`config.mk`:
```
export PLATFORM = sky130hd
export DESIGN_NAME = alu_multicycle
export DESIGN_NICKNAME = d
export VERILOG_FILES = /design/src/rtl/alu_pkg.sv /design/src/rtl/alu_mul_iter.sv /design/src/rtl/alu_multicycle.sv
export SDC_FILE = /design/constraint.sdc
export NUM_CORES = 1
export LEC_CHECK = 0
export ABC_AREA = 1
export CAP_MARGIN = 20
export CORE_MARGIN = 3
export CORE_UTILIZATION = 50
export CTS_BUF_LIST = sky130_fd_sc_hd__clkbuf_4
export CTS_CLUSTER_DIAMETER = 200
export DETAILED_ROUTE_END_ITERATION = 8
export MAX_ROUTING_LAYER = met4
export PLACE_DENSITY = 0.74
export SYNTH_ARGS = -nofsm -noshare
export SYNTH_HDL_FRONTEND = slang
export SYNTH_SLANG_ARGS = --single-unit
```
`constraint.sdc`:
```
create_clock -name clk -period 2.5 [get_ports clk]
set_input_delay 0.25 -clock clk [delete_from_list [all_inputs] [get_ports clk]]
set_output_delay 0.25 -clock clk [all_outputs]
set_load 0.01 [all_outputs]
```
`src/rtl/alu_pkg.sv`:
```
// ----------------------------------------------------------------------------
// alu_pkg
// Shared definitions for the multi-cycle ALU:
//   - 4-bit opcode encodings (OP_ADD .. OP_CMP)
//   - bit positions of the {N,Z,V,C} flag vector
//   - FSM state encoding of the top-level sequencer
// ----------------------------------------------------------------------------
package alu_pkg;

    localparam logic [3:0] OP_ADD  = 4'd0;
    localparam logic [3:0] OP_SUB  = 4'd1;
    localparam logic [3:0] OP_LAND = 4'd2;
    localparam logic [3:0] OP_LOR  = 4'd3;
    localparam logic [3:0] OP_BAND = 4'd4;
    localparam logic [3:0] OP_BOR  = 4'd5;
    localparam logic [3:0] OP_XOR  = 4'd6;
    localparam logic [3:0] OP_INC  = 4'd7;
    localparam logic [3:0] OP_DEC  = 4'd8;
    localparam logic [3:0] OP_ADC  = 4'd9;
    localparam logic [3:0] OP_SBC  = 4'd10;
    localparam logic [3:0] OP_SHL  = 4'd11;
    localparam logic [3:0] OP_SHR  = 4'd12;
    localparam logic [3:0] OP_ROL  = 4'd13;
    localparam logic [3:0] OP_MUL  = 4'd14;
    localparam logic [3:0] OP_CMP  = 4'd15;

    // Flag vector layout: nzvc = {N, Z, V, C}
    localparam int F_N = 3;
    localparam int F_Z = 2;
    localparam int F_V = 1;
    localparam int F_C = 0;

    typedef enum logic [1:0] {
        S_IDLE     = 2'd0,
        S_MUL_BUSY = 2'd1,
        S_DONE     = 2'd2
    } state_t;

endpackage

```
`src/rtl/alu_mul_iter.sv`:
```
// ----------------------------------------------------------------------------
// alu_mul_iter
// Iterative shift-add unsigned multiplier, one partial product per clock.
// A start pulse loads the operands; the next WIDTH clock edges each retire one
// multiplier bit. 'done' is high during the cycle whose closing edge performs
// the final iteration, and 'product' always shows the accumulator value that
// edge will produce, so the consumer can capture the full product on that
// same edge without an extra cycle of latency.
//
// Ports:
//   clk      in   1        system clock, rising edge
//   rst_n    in   1        asynchronous active-low reset (aborts a multiply)
//   start    in   1        load a/b and begin a new multiply
//   a        in   WIDTH    multiplicand
//   b        in   WIDTH    multiplier
//   done     out  1        final iteration happens at the end of this cycle
//   product  out  2*WIDTH  accumulator after the current iteration
// ----------------------------------------------------------------------------
module alu_mul_iter #(
    parameter int WIDTH = 8
) (
    input  logic                 clk,
    input  logic                 rst_n,
    input  logic                 start,
    input  logic [WIDTH-1:0]     a,
    input  logic [WIDTH-1:0]     b,
    output logic                 done,
    output logic [2*WIDTH-1:0]   product
);

    localparam int CW = $clog2(WIDTH + 1);

    logic                 busy;
    logic [CW-1:0]        cnt;
    logic [WIDTH-1:0]     mcand;
    // Upper half accumulates partial sums; lower half starts as the
    // multiplier and is shifted out one bit per iteration.
    logic [2*WIDTH-1:0]   acc;
    logic [WIDTH:0]       sum;
    logic [2*WIDTH-1:0]   acc_next;

    // NOTE: every variable assigned in an always_comb gets a default value
    // first, so no path can leave it unassigned and infer a latch.
    always_comb begin
        sum      = {1'b0, acc[2*WIDTH-1:WIDTH]};
        if (acc[0]) begin
            sum = sum + {1'b0, mcand};
        end
        acc_next = {sum, acc[WIDTH-1:1]};
    end

    // NOTE: sequential state is written with non-blocking assignments only,
    // so every register samples the pre-edge values of its neighbours.
    always_ff @(posedge clk or negedge rst_n) begin
        if (!rst_n) begin
            busy  <= 1'b0;
            cnt   <= '0;
            mcand <= '0;
            acc   <= '0;
        end else if (start) begin
            busy  <= 1'b1;
            cnt   <= CW'(WIDTH);
            mcand <= a;
            acc   <= {{WIDTH{1'b0}}, b};
        end else if (busy) begin
            acc <= acc_next;
            cnt <= cnt - CW'(1);
            if (cnt == CW'(1)) begin
                busy <= 1'b0;
            end
        end
    end

    assign done    = busy && (cnt == CW'(1));
    assign product = acc_next;

endmodule

```
`src/rtl/alu_multicycle.sv`:
```
// ----------------------------------------------------------------------------
// alu_multicycle
// Handshaked ALU with registered result and {N,Z,V,C} flags. Single-cycle ops
// are evaluated combinationally from the accepted inputs and registered on the
// acceptance edge; MUL is handed to an iterative multiplier and takes
// WIDTH+1 cycles. Only one op is in flight; a finished result is held until
// the consumer takes it, and a new op may be accepted on that same edge.
//
// Ports:
//   clk        in   1      system clock, rising edge
//   rst_n      in   1      asynchronous active-low reset
//   in_valid   in   1      op/a/b valid
//   in_ready   out  1      op accepted when in_valid & in_ready
//   op         in   4      opcode (alu_pkg encoding)
//   a, b       in   WIDTH  operands
//   out_valid  out  1      result/result_hi/nzvc valid
//   out_ready  in   1      result taken when out_valid & out_ready
//   result     out  WIDTH  result (MUL: low half)
//   result_hi  out  WIDTH  MUL high half, 0 for other ops
//   nzvc       out  4      registered flags; C is the carry-in of ADC/SBC/ROL
// ----------------------------------------------------------------------------
module alu_multicycle #(
    parameter int WIDTH  = 8,
    parameter bit MUL_EN = 1'b1
) (
    input  logic               clk,
    input  logic               rst_n,
    input  logic               in_valid,
    output logic               in_ready,
    input  logic [3:0]         op,
    input  logic [WIDTH-1:0]   a,
    input  logic [WIDTH-1:0]   b,
    output logic               out_valid,
    input  logic               out_ready,
    output logic [WIDTH-1:0]   result,
    output logic [WIDTH-1:0]   result_hi,
    output logic [3:0]         nzvc
);

    import alu_pkg::*;

    state_t               state;
    logic                 accept;
    logic                 start_mul;
    logic                 c_flag;

    // Single-cycle datapath
    logic [WIDTH-1:0]     opb;
    logic                 cin;
    logic                 is_sub;
    logic [WIDTH:0]       arith;
    logic [WIDTH-1:0]     alu_res;
    logic                 alu_v;
    logic                 alu_c;
    logic [3:0]           alu_flags;

    // Multiplier interface
    logic                 mul_done;
    logic [2*WIDTH-1:0]   mul_product;
    logic [WIDTH-1:0]     mul_hi;
    logic [3:0]           mul_flags;

    assign in_ready  = (state == S_IDLE) || ((state == S_DONE) && out_ready);
    assign accept    = in_valid && in_ready;
    assign start_mul = accept && MUL_EN && (op == OP_MUL);
    // The flag register already holds the flags of any op being retired on
    // this edge, which is exactly the carry an accepted ADC/SBC/ROL must see.
    assign c_flag    = nzvc[F_C];

    // Operand conditioning for the shared WIDTH+1 bit adder/subtractor
    always_comb begin
        opb    = b;
        cin    = 1'b0;
        is_sub = 1'b0;
        case (op)
            OP_SUB, OP_CMP: is_sub = 1'b1;
            OP_INC:         opb    = WIDTH'(1);
            OP_DEC: begin
                opb    = WIDTH'(1);
                is_sub = 1'b1;
            end
            OP_ADC:         cin    = c_flag;
            OP_SBC: begin
                cin    = c_flag;
                is_sub = 1'b1;
            end
            default: ;
        endcase

        if (is_sub) begin
            arith = {1'b0, a} - {1'b0, opb} - {{WIDTH{1'b0}}, cin};
        end else begin
            arith = {1'b0, a} + {1'b0, opb} + {{WIDTH{1'b0}}, cin};
        end
    end

    // Result selection and flag generation
    always_comb begin
        alu_res = arith[WIDTH-1:0];
        alu_c   = arith[WIDTH];
        if (is_sub) begin
            alu_v = (a[WIDTH-1] ^ arith[WIDTH-1]) & (a[WIDTH-1] ^ opb[WIDTH-1]);
        end else begin
            alu_v = (a[WIDTH-1] ^ arith[WIDTH-1]) & ~(a[WIDTH-1] ^ opb[WIDTH-1]);
        end

        case (op)
            OP_LAND: begin
                alu_res = {{(WIDTH-1){1'b0}}, (|a) & (|b)};
                alu_v   = 1'b0;
                alu_c   = 1'b0;
            end
            OP_LOR: begin
                alu_res = {{(WIDTH-1){1'b0}}, (|a) | (|b)};
                alu_v   = 1'b0;
                alu_c   = 1'b0;
            end
            OP_BAND: begin
                alu_res = a & b;
                alu_v   = 1'b0;
                alu_c   = 1'b0;
            end
            OP_BOR: begin
                alu_res = a | b;
                alu_v   = 1'b0;
                alu_c   = 1'b0;
            end
            OP_XOR: begin
                alu_res = a ^ b;
                alu_v   = 1'b0;
                alu_c   = 1'b0;
            end
            OP_SHL: begin
                alu_res = {a[WIDTH-2:0], 1'b0};
                alu_v   = 1'b0;
                alu_c   = a[WIDTH-1];
            end
            OP_SHR: begin
                alu_res = {1'b0, a[WIDTH-1:1]};
                alu_v   = 1'b0;
                alu_c   = a[0];
            end
            OP_ROL: begin
                alu_res = {a[WIDTH-2:0], c_flag};
                alu_v   = 1'b0;
                alu_c   = a[WIDTH-1];
            end
            OP_MUL: begin
                // Only reached when the multiplier is not built: NOP result
                alu_res = '0;
                alu_v   = 1'b0;
                alu_c   = 1'b0;
            end
            default: ;
        endcase

        alu_flags        = '0;
        alu_flags[F_N]   = alu_res[WIDTH-1];
        alu_flags[F_Z]   = (alu_res == '0);
        alu_flags[F_V]   = alu_v;
        alu_flags[F_C]   = alu_c;
        if (op == OP_MUL) begin
            alu_flags = nzvc;
        end
    end

    generate
        if (MUL_EN) begin : g_mul
            alu_mul_iter #(
                .WIDTH (WIDTH)
            ) u_mul (
                .clk     (clk),
                .rst_n   (rst_n),
                .start   (start_mul),
                .a       (a),
                .b       (b),
                .done    (mul_done),
                .product (mul_product)
            );
        end else begin : g_no_mul
            assign mul_done    = 1'b0;
            assign mul_product = '0;
        end
    endgenerate

    assign mul_hi = mul_product[2*WIDTH-1:WIDTH];

    always_comb begin
        mul_flags      = '0;
        mul_flags[F_N] = mul_hi[WIDTH-1];
        mul_flags[F_Z] = (mul_product == '0);
        mul_flags[F_V] = (mul_hi != '0);
        mul_flags[F_C] = (mul_hi != '0);
    end

    // Sequencer and output registers. out_valid is kept equal to
    // (state == S_DONE) so the consumer sees a clean registered strobe.
    always_ff @(posedge clk or negedge rst_n) begin
        if (!rst_n) begin
            state     <= S_IDLE;
            out_valid <= 1'b0;
            result    <= '0;
            result_hi <= '0;
            nzvc      <= '0;
        end else begin
            case (state)
                S_IDLE, S_DONE: begin
                    if (accept) begin
                        if (start_mul) begin
                            state     <= S_MUL_BUSY;
                            out_valid <= 1'b0;
                        end else begin
                            state     <= S_DONE;
                            out_valid <= 1'b1;
                            nzvc      <= alu_flags;
                            // CMP only updates flags
                            if (op != OP_CMP) begin
                                result    <= alu_res;
                                result_hi <= '0;
                            end
                        end
                    end else if ((state == S_DONE) && out_ready) begin
                        state     <= S_IDLE;
                        out_valid <= 1'b0;
                    end
                end
                S_MUL_BUSY: begin
                    if (mul_done) begin
                        state     <= S_DONE;
                        out_valid <= 1'b1;
                        result    <= mul_product[WIDTH-1:0];
                        result_hi <= mul_hi;
                        nzvc      <= mul_flags;
                    end
                end
                default: begin
                    state     <= S_IDLE;
                    out_valid <= 1'b0;
                end
            endcase
        end
    end

endmodule

```
==> results.md <==
* Most used cell along the critical path: nand2_1
* Relative slew slack at 0.688
* Post-Syn Nets at 738
* Clock-pin slew on the worst setup and hold paths at 0.15 ns
* Crit-path cells: o211ai_1 > buf_4 > fa_2 > fa_2 > inv_4 > nand2_1 > nand2_1 > nand2_1 > nand3_1 > nand3_2 > nand2_1 > nand3_1 > nor2_1 > nand3_1 > nand2_1 > nand2_1 > nand2_1
* Pins over their slew limit at 0
* R2R Path Start: nzvc[0]
* Pin count of the biggest net entering global routing at 25
* First-pass GRT wire length at 22,900 microns
* Multi-input gate area at 3120 sq um
* Die height at 102 microns
* Fillers at 762
* Cell Rows at 34
* Top Family by Delay on Critical Path: simple AND/OR/NAND/NOR gates
* Register area share after synthesis at 0.280
* # diodes at 0
* Vias in the first global route at 4,808
* Post-Route Skew at 0.0169 ns
* Ys flop type: dfrtp_1
* Area growth syn-to-layout at 34.1%
* Yosys cell types at 46
* RSZ-0062 raised after global routing: true
* Worst Slack Setup Final at -0.127 ns
* Register area at 1280 sq um
* Die W at 102 microns
* Period minus WS final at 2.63 ns
* Initial DRC count at 284
* MaxCap Viol Count at 0
* Root buffer cell: clkbuf_4
* Mapped Area at 4560 sq um
* Worst VDD drop at 288 uV
* Synth Register Bits at 51
* DR pass1 iterations at 5
* Die ar. at 10,300 sq um
* Reg2Reg Setup Slack at -0.13 ns
* Crit path launch type: flip-flop
* Initial antenna violation count at 0
* CTS tree: yes
* Reg2reg end: nzvc[2]
* Fmax at 381 MHz
* Tightest Pin Transition at 0.468 ns
* Worst EP required at 2.81 ns
* R2R cell count at 17
* Total power at 0.00380 W
* Layout cells sized above 1 at 0.248
* Warnings, synthesis at 0
* Port-buffer cells at 45
* Worst setup path class: flip-flop to flip-flop
* Setup tns final at -0.127 ns
* Core footprint at 8810 sq um
* DR vias at 4,989
* Syn avg cell area at 6.89 sq um
* Routed WL per cell at 15.8 microns
* Buf+Inv Stages, Crit Path at 2
* Post-synth EDFFs at 0
* Cells after Synth at 662
* Post-place setup slack at -0.968 ns
* Gr usage total at 0.288
* Clk_lat worst skew at 0.37 ns
* Final setup violation count at 1
* GRT overflow at 0
* CP max stage delay at 0.43 ns
* DP Wirelength at 11,700 microns
* Worst min-delay path class: input pin to asynchronous set/reset pin
* Share of synthesized registers carrying an async set or reset at 1.00
* Routability cong. at 0.980
* Final ANT Viol Nets at 0
* Inserted Clock Buffers at 5
* Drt total wl at 14,300 microns
* DRC violations left at 0
* Crit share post-route at 1.05
* Pleak at 3.16 nW
* H-tree lvl count at 2
* Ports at 46
* Vias per inst at 5.51
* Initial Util at 0.518
* Status: complete, but fails checks
* Final hold vios at 0
* Worst setup EP type: flip-flop
* Slowest-stage cell, CP: dfrtp_1
* Failing checks: negative setup slack
* Sink Count at 51
* PD cells at 621 nW/um^2
* Worst endpoint data arrival time at 2.94 ns
* Clk buf depth at 2
* Post-layout net count at 873
* CP Max Fanout at 3
routing by layer:
metal  global-route usage  vias up  part of all wire
met2                0.488      198              0.50
met1                0.359     2330              0.41
met5                    -        -                 0
li1                     -     2422                 -
met4               0.0920        0             0.031
met3               0.0310       39             0.058
worst max-delay path by stage:
stage,from,to,slack [ns],cells after the start
after global placement,op[1],nzvc[2],-0.85,23
after floorplan,op[2],nzvc[2],0.007,22
final,nzvc[0],nzvc[2],-0.13,17
after CTS,nzvc[0],nzvc[2],-0.09,18
after global routing,nzvc[0],nzvc[2],-0.27,17
after detailed placement,op[1],nzvc[2],-0.97,23
state kept, by name, summed over array words and instances (netlist names):
name               flops
g_mul.u_mul.mcand      8
result                 8
result_hi              8
nzvc                   4
out_valid              1
g_mul.u_mul.busy       1
state                  1
g_mul.u_mul.cnt        4
g_mul.u_mul.acc       16
per-stage QoR:
stage	hold WS, ns	util	cell area, sq um	instances
after floorplan	-0.0456	-	4580	662
after global placement	0.225	0.649	5720	888
after detailed placement	0.233	0.649	5720	888
after CTS	0.345	0.667	5880	898
after global routing	0.374	0.695	6120	905
final	0.339	0.695	6120	905
synthesized netlist by cell type (3+ instances only):
| cell | n | area, sq um |
|---|---|---|
| fa_1 | 5 | 100 |
| ha_1 | 47 | 588 |
| nand3_1 | 49 | 245 |
| o221ai_1 | 7 | 61.3 |
| o21ai_0 | 36 | 180 |
| o211ai_1 | 4 | 30.0 |
| dfrtp_1 | 51 | 1280 |
| nand2_2 | 5 | 31.3 |
| buf_2 | 3 | 15.0 |
| nand2_1 | 185 | 694 |
| o22ai_1 | 8 | 50.1 |
| a21oi_1 | 32 | 160 |
| clkbuf_1 | 4 | 15.0 |
| nor2_1 | 63 | 236 |
| a22oi_1 | 4 | 30.0 |
| inv_2 | 7 | 26.3 |
| nand4_1 | 7 | 43.8 |
| inv_1 | 90 | 338 |
| nor2_2 | 6 | 37.5 |
| nand3_2 | 4 | 40.0 |
| nand3b_1 | 5 | 37.5 |
| o21ai_1 | 7 | 35.0 |
layout by cell type, fill, tap and decap left out, drive strengths merged, types with 3 or more instances in the layout:
master	n
dfrtp	51
nand3b	5
inv	99
buf	93
a21oi	32
o221ai	7
nand4	7
o211ai	4
a22oi	4
nor3	3
nor2	72
clkbuf	5
nand2	192
clkdlybuf4s50	40
o22ai	8
ha	47
fa	5
nand3	53
o21ai	44
logic make-up (layout without fill, tap and decap cells):
kind of cell,Yosys count,after routing,synth area share
flip-flops,51,51,0.280
XOR/XNOR,4,4,0.00768
AO/OA/AOI/OAI,108,108,0.136
adder cells (fa/ha/maj),52,52,0.151
multiplexers,1,1,0.00219
buffers and inverters,109,244,0.0966
AND/OR/NAND/NOR,337,337,0.327
final cells by class:
type,instances,area share
flip-flops and latches,51,0.209
inverters,99,0.0616
clock inverters,2,0.00205
multi-input cells,502,0.511
well taps,108,0.0221
repair buffers,138,0.189
clock buffers,5,0.00614
worst reg2reg max path, stage by stage, from the launching register on:
cell and delay [ns]:
dfrtp_1 0.43, o211ai_1 0.16, buf_4 0.17, fa_2 0.36, fa_2 0.39, inv_4 0.09, nand2_1 0.07, nand2_1 0.07
nand2_1 0.04, nand3_1 0.12, nand3_2 0.11, nand2_1 0.11, nand3_1 0.09, nor2_1 0.10, nand3_1 0.09, nand2_1 0.06
nand2_1 0.05, nand2_1 0.06
power breakdown:
part / switching, W / total [W] / internal (W)
sequential: 0.000205 / 0.00127 / 0.00107
clock: 0.000254 / 0.000360 / 0.000106
combinational: 0.00122 / 0.00217 / 0.000951
total: 0.00168 / 0.00380 / 0.00213
timing repair:
action,in CTS,in global routing
hold endpoints to repair,20,0
pin swaps,5,20
endpoints found under the setup margin,12,11
hold buffers,1,0
gates resized for setup,31,54
buffers inserted,2,7
Power figures use the tool's default switching activity.
